===== config.mk =====
export PLATFORM = sky130hd
export DESIGN_NAME = trail_collision_reader
export DESIGN_NICKNAME = d
export VERILOG_FILES = /design/src/rtl/trail_collision_reader.sv
export SDC_FILE = /design/constraint.sdc
export NUM_CORES = 1
export LEC_CHECK = 0
export CAP_MARGIN = 10
export CORE_MARGIN = 2
export CORE_UTILIZATION = 40
export CTS_BUF_LIST = sky130_fd_sc_hd__clkbuf_8 sky130_fd_sc_hd__clkbuf_16
export DETAILED_ROUTE_END_ITERATION = 8
export GPL_TIMING_DRIVEN = 0
export PLACE_DENSITY = 0.72
export SLEW_MARGIN = 20
export SYNTH_ARGS = -nofsm -noshare
export SYNTH_HDL_FRONTEND = slang
export SYNTH_SLANG_ARGS = --single-unit

===== constraint.sdc =====
create_clock -name Clk -period 3.2 [get_ports Clk]
set_clock_uncertainty 0.15 [all_clocks]
set_input_delay 0.32 -clock Clk [delete_from_list [all_inputs] [get_ports Clk]]
set_output_delay 0.32 -clock Clk [all_outputs]
set_load 0.01 [all_outputs]

===== src/rtl/trail_collision_reader.sv =====
// Per-frame trail collision check: reads the occupancy grid at both bike heads
// and accumulates sticky collision flags for the game-state FSM.
module trail_collision_reader #(
  parameter int unsigned GRID_W     = 112,
  parameter int unsigned GRID_H     = 112,
  parameter int unsigned ADDR_W     = 14,
  parameter logic [2:0]  PLAY_STATE = 3'b010
) (
  input  logic              Clk,
  input  logic              Reset,
  input  logic              frame_clk,
  input  logic [2:0]        Game_State,
  input  logic [7:0]        Blue_X,
  input  logic [7:0]        Blue_Y,
  input  logic [7:0]        Red_X,
  input  logic [7:0]        Red_Y,
  output logic [ADDR_W-1:0] grid_addr,
  output logic              grid_re,
  input  logic [2:0]        grid_data,
  output logic              collision_blue,
  output logic              collision_red,
  output logic              check_done
);

  typedef enum logic [2:0] {IDLE, RD_B, RD_R, CAP_R, EVAL} state_t;

  state_t            state, state_nx;
  logic              frame_clk_d, armed, tick, play;
  logic [7:0]        bx, by, rx, ry;
  logic [2:0]        blue_code, red_code;
  logic              flag_b, flag_r;
  logic              in_b, in_r, head_on, hit_b, hit_r;
  logic [ADDR_W-1:0] addr_b, addr_r;

  assign tick = frame_clk & ~frame_clk_d;
  assign play = (Game_State == PLAY_STATE);

  assign in_b    = (32'(bx) < GRID_W) && (32'(by) < GRID_H);
  assign in_r    = (32'(rx) < GRID_W) && (32'(ry) < GRID_H);
  assign addr_b  = ADDR_W'(by) * ADDR_W'(GRID_W) + ADDR_W'(bx);
  assign addr_r  = ADDR_W'(ry) * ADDR_W'(GRID_W) + ADDR_W'(rx);
  assign head_on = in_b && in_r && (bx == rx) && (by == ry);
  assign hit_b   = ~in_b | (blue_code != 3'd0) | head_on;
  assign hit_r   = ~in_r | (red_code != 3'd0) | head_on;

  // EVAL hits are ORed in combinationally so the flags rise with check_done;
  // the registered copy holds them from the following cycle on.
  assign collision_blue = flag_b | ((state == EVAL) & hit_b);
  assign collision_red  = flag_r | ((state == EVAL) & hit_r);

  always_ff @(posedge Clk) begin
    if (Reset) frame_clk_d <= 1'b0;
    else       frame_clk_d <= frame_clk;
  end

  always_ff @(posedge Clk) begin
    if (Reset || !play) begin
      state     <= IDLE;
      armed     <= 1'b0;
      flag_b    <= 1'b0;
      flag_r    <= 1'b0;
      blue_code <= '0;
      red_code  <= '0;
    end else begin
      state <= state_nx;
      if (state == IDLE && tick) begin
        armed <= 1'b1;
        if (armed) begin
          bx <= Blue_X;
          by <= Blue_Y;
          rx <= Red_X;
          ry <= Red_Y;
        end
      end
      if (state == RD_R)  blue_code <= in_b ? grid_data : 3'd0;
      if (state == CAP_R) red_code  <= in_r ? grid_data : 3'd0;
      if (state == EVAL) begin
        flag_b <= flag_b | hit_b;
        flag_r <= flag_r | hit_r;
      end
    end
  end

  always_comb begin
    state_nx   = state;
    grid_addr  = '0;
    grid_re    = 1'b0;
    check_done = 1'b0;
    unique case (state)
      IDLE: if (tick && armed) state_nx = RD_B;
      RD_B: begin
        if (in_b) begin
          grid_addr = addr_b;
          grid_re   = 1'b1;
        end
        state_nx = RD_R;
      end
      RD_R: begin
        if (in_r) begin
          grid_addr = addr_r;
          grid_re   = 1'b1;
        end
        state_nx = CAP_R;
      end
      CAP_R: state_nx = EVAL;
      EVAL: begin
        check_done = 1'b1;
        state_nx   = IDLE;
      end
      default: state_nx = IDLE;
    endcase
  end

endmodule


; Word level (Yosys, flattened, before mapping)
; Index checks and enable logic that the tools add are counted.
[totals]
register_bits = 45
inputBits = 41
output_inout_bits = 18
[classes]
addsub = 2
n_mul = 2
magnitude_cmp = 4
n_eq_ne = 8
muxes = 11
bitwise_logic = 15
n_reduce_logical = 13
[op_table]
columns = op, count
row1 = $lt A8 B7 Y1 const B, 4
row2 = $add A14 B8 Y14, 2
row3 = $mux W14, 2
row4 = $pmux W14 S2, 1
row5 = $mul A8 B3 Y10 const B, 2
row6 = $eq A8 B8 Y1, 2
row7 = $pmux W3 S4, 1
row8 = $eq A3 B2 Y1 const B, 3
row9 = $mux W3, 3
row10 = $or A1 B1 Y1, 8
row11 = $logic_and A1 B1 Y1, 7
row12 = $reduce_bool A3 Y1, 2
row13 = $not A1 Y1, 4
row14 = $and A1 B1 Y1, 3
row15 = $eq A3 B1 Y1 const B, 1
row16 = $eq A3 B3 Y1 const B, 1
row17 = $logic_not A3 Y1, 1
row18 = $mux W1, 3
row19 = $reduce_and A3 Y1, 1
row20 = $ne A2 B1 Y1 const B, 1
row21 = $pmux W1 S2, 1
row22 = $logic_not A1 Y1, 1
row23 = $logic_or A1 B1 Y1, 1

; Longest topological paths before layout
[logic_depth]
depth_word = 8
depth_mapped = 10

; Least setup slack after synthesis
; Ideal clock, no wire load.
[synth_timing]
kind = flip-flop to output port
start = register by[1]
end = output port grid_addr[13]
t_arrival_ps = 2859
t_required_ps = 2730
slack_ps = -129
stages_incl_launch_ff = 11
path_cell_list = edfxtp_1 > fa_1 > ha_1 > fa_1 > ha_1 > o21a_1 > a21oi_1 > nor4_1 > nand3_1 > a21o_1 > a32o_1
[synth_between]
elab_chain_len = 4
word_cells_on_any_way = 6
cone_classes = add/sub (1) / mul (1) / order compare (1) / mux (2) / reduce/logical (1)
[synth_rtl]
columns = element, line_no
row1 = "start, declared", 29  ; logic [7:0] bx, by, rx, ry;
row2 = "start signal, assigned", 70  ; by <= Blue_Y;
row3 = $mul A8 B3 Y10 or $lt A8 B7 Y1 (tied branches), "40, 38"
row4 = $add A14 B8 Y14 or $logic_and A1 B1 Y1 (tied branches), "40, 38"
row5 = $mux W14 (*), 92  ; if (in_b) begin
row6 = $pmux W14 S2 (*), 89  ; unique case (state)
row7 = "end, declared", 17  ; output logic [ADDR_W-1:0] grid_addr,
; Mark *: on every way between the ends. The rest lies on a longest branch, timed or not.

; Worst setup path in the final report
[layout_timing]
start = register by[2]
end = output port grid_addr[13]
; The elaborated chain is that of the path after synthesis.

==> out/metrics.cfg <==
[cells_and_area]
diodes = 0
post_route_cells_drive_above_1_share = 0.227
final_util = 0.565
syn2layout_area_growth_pct = 38.2
nNetsFinal = 498
num-fill-cells = 692

[detailed_routing]
drtIter0Drc = 53
wl_per_cell_um = 15.1
vias_per_cell = 5.23
routed_wl_mm = 7.77
final_antenna_net_count = 0
dr_total_vias = 2691
drc = 0
drt_pass1_iterations = 4

[global_routing]
use_met3 = 0.0213
grt_usage = 0.178
use_met2 = 0.326
grt_max_degree = 33
grt-ovfl-total = 0
grt_pass1_wl_mm = 12.7
grt_pass1_vias = 2751
top_usage_layer = met2
antenna_found_initial = 0
grt_use_met1 = 0.221

[sta]
whs_ns = 0.310
slew_headroom = 0.509
fmax_ghz = 0.259
hold_viol_final = 0
setup_viol = 7
period_share = 1.21
layout_min_cycle_time_ns = 3.87
worst_pin_slew_ns = 0.736
setup_ws_ns = -0.667
rsz0062_at_grt = true
fin_setup_tns_ns = -2.66
drv_slew = 0

[clock_tree]
ctsRootBufferMaster = clkbuf_8
htreeDepth = 2
cts_hold_buf = 0
clock-sinks = 45
cts_buffer_depth = 2
clkLatencyLatePin_ns = 0.29
cts_tree = built
numCtsBuffers = 5
clk_pin_slew_worst_paths_ns = 0.08

[synth]
yosysUniqueCellTypes = 52
avgSynthCellArea_um2 = 10.7
ys.warnings.count = 0
netlist_area_um2 = 3340
synthMostInstantiatedCell = edfxtp_1
synth_area_leader_cell = edfxtp_1
synth_fp_nets = 402
seq_area_frac_synth = 0.365
synth_top_cell_area_share = 0.287
synthTopCellsByCount = edfxtp_1, ha_1, xor2_1
synth.area.top_cells = edfxtp_1, ha_1, fa_1, dfxtp_1, xor2_1
synthFlopType = edfxtp_1
synth_edf_count = 32
async_flop_share = 0
ys_ff_latch = 45
syn_inst = 313

[critical_path]
cp.arrival_ns = 3.40
cp_max_fo = 5
crit_chain = buf_4 -> fa_1 -> ha_1 -> a21oi_2 -> a21oi_1 -> o31a_1 -> or3b_1 -> a21o_1 -> a32o_1 -> buf_2
end_kind = primary output
cp-start-kind = register
crit_family = compound AO/OA/AOI/OAI gates
slowest_delay_ns = 0.47
cp.buffers_inverters = 2
required_ns = 2.73
setup.worst_path.class = register to primary output
rrSetupSlack_ns = 0.94
crit_slowest_cell = edfxtp_1

[floorplan]
die_h_um = 95.4
chipWidth_um = 95.4
dieArea_um2 = 9110
core_region_area_um2 = 8180
io_pins = 59
initial_core_util = 0.409
rows = 33

[power]
p_leak_nw = 1.90
p_per_area_nw_per_um2 = 224
ir_drop_uv = 327

[hold_path]
hp-class = register to register

[flow_run]
cap_viol_max_count = 0

[placement]
port_buffers = 58
gp_congestion = 0.873
dp_slack_ns = -0.796
dp_hpwl_mm = 6.00

[status]
outcome = complete, but fails checks
violations = setup timing

[layout by cell type (no fill, tap or decap), types with 4 or more instances in the layout]
cell and instances:
nor4_1 4, nor2b_1 6, dfxtp_1 13, nand2_1 18
dlymetal6s2s_1 6, a21o_1 6, a21oi_2 4, fa_1 16
buf_2 6, nor2_1 15, xnor2_1 10, ha_1 25
a211oi_2 4, inv_1 16, xor2_1 25, nor3_1 4
clkdlybuf4s50_1 42, o22ai_1 4, nand2b_1 5, clkbuf_8 6
a21oi_1 12, a22o_1 7, buf_4 31, edfxtp_1 32
nand3_1 13
[metal layers]
layer	part of all wire	vias up
met5	0	-
met4	0.015	0
met3	0.035	9
met2	0.51	64
met1	0.44	1293
li1	-	1325
[report_power, final]
group / switching [mW] / total [mW] / internal (mW)
registers: 0.000514 / 0.623 / 0.623
logic: 0.0140 / 0.0608 / 0.0468
clock network: 0.178 / 0.349 / 0.171
[cells by family (layout without fill, tap and decap cells)]
kind of cell	after synthesis	after routing	synth area share
compound gates	64	64	0.129
fa+ha+maj	48	48	0.220
xor+xnor	39	39	0.106
flops	45	45	0.365
buf+inv	22	119	0.0251
simple gates	95	95	0.155
[worst reg2reg max path, stage by stage (launching register included)]
cell      delay [ns]
edfxtp_1        0.51
buf_4           0.19
ha_1            0.19
a211oi_2        0.27
buf_4           0.16
and2_4          0.15
nand3_1         0.09
nor2_2          0.19
o21ai_1         0.12
a21oi_1         0.17
[worst paths after layout]
check	startpoint	endpoint	cells past startpoint
hold reg to reg	blue_code[0]	blue_code[0]	2
setup reg to reg	by[5]	flag_r	9
hold / removal	blue_code[0]	blue_code[0]	2
setup / recovery	by[2]	grid_addr[13]	10
[sequential cells by signal (all words and copies together) (netlist names)]
| name | count |
|---|---|
| red_code | 3 |
| bx | 8 |
| state | 3 |
| rx | 8 |
| armed | 1 |
| flag_b | 1 |
| by | 8 |
| ry | 8 |
| flag_r | 1 |
| frame_clk_d | 1 |
| blue_code | 3 |
[per-stage QoR]
stage                     cells  total power, mW  instance area, um2
after global placement      476            0.696                4100
after CTS                   510             1.04                4530
final                       515             1.03                4620
after global routing        515             1.07                4620
after detailed placement    476            0.697                4100
after floorplan             313            0.644                3380
[final cells by class]
type,count,area [um2],area share
repair buffers,90,805,0.174
well taps,105,131,0.0284
inverters,18,67.6,0.0146
flip-flops and latches,45,1220,0.264
plain buffers,3,15.0,0.00325
clock inverters,2,8.76,0.00190
multi-input cells,246,2290,0.496
clock buffers,6,82.6,0.0179
[what timing repair did]
item	CTS	global route
resized for setup	60	20
endpoints found under the hold margin	0	0
pin swaps	24	16
setup buffers	28	5
setup endpoints to repair	17	16
(Power assumes the default switching activity.)
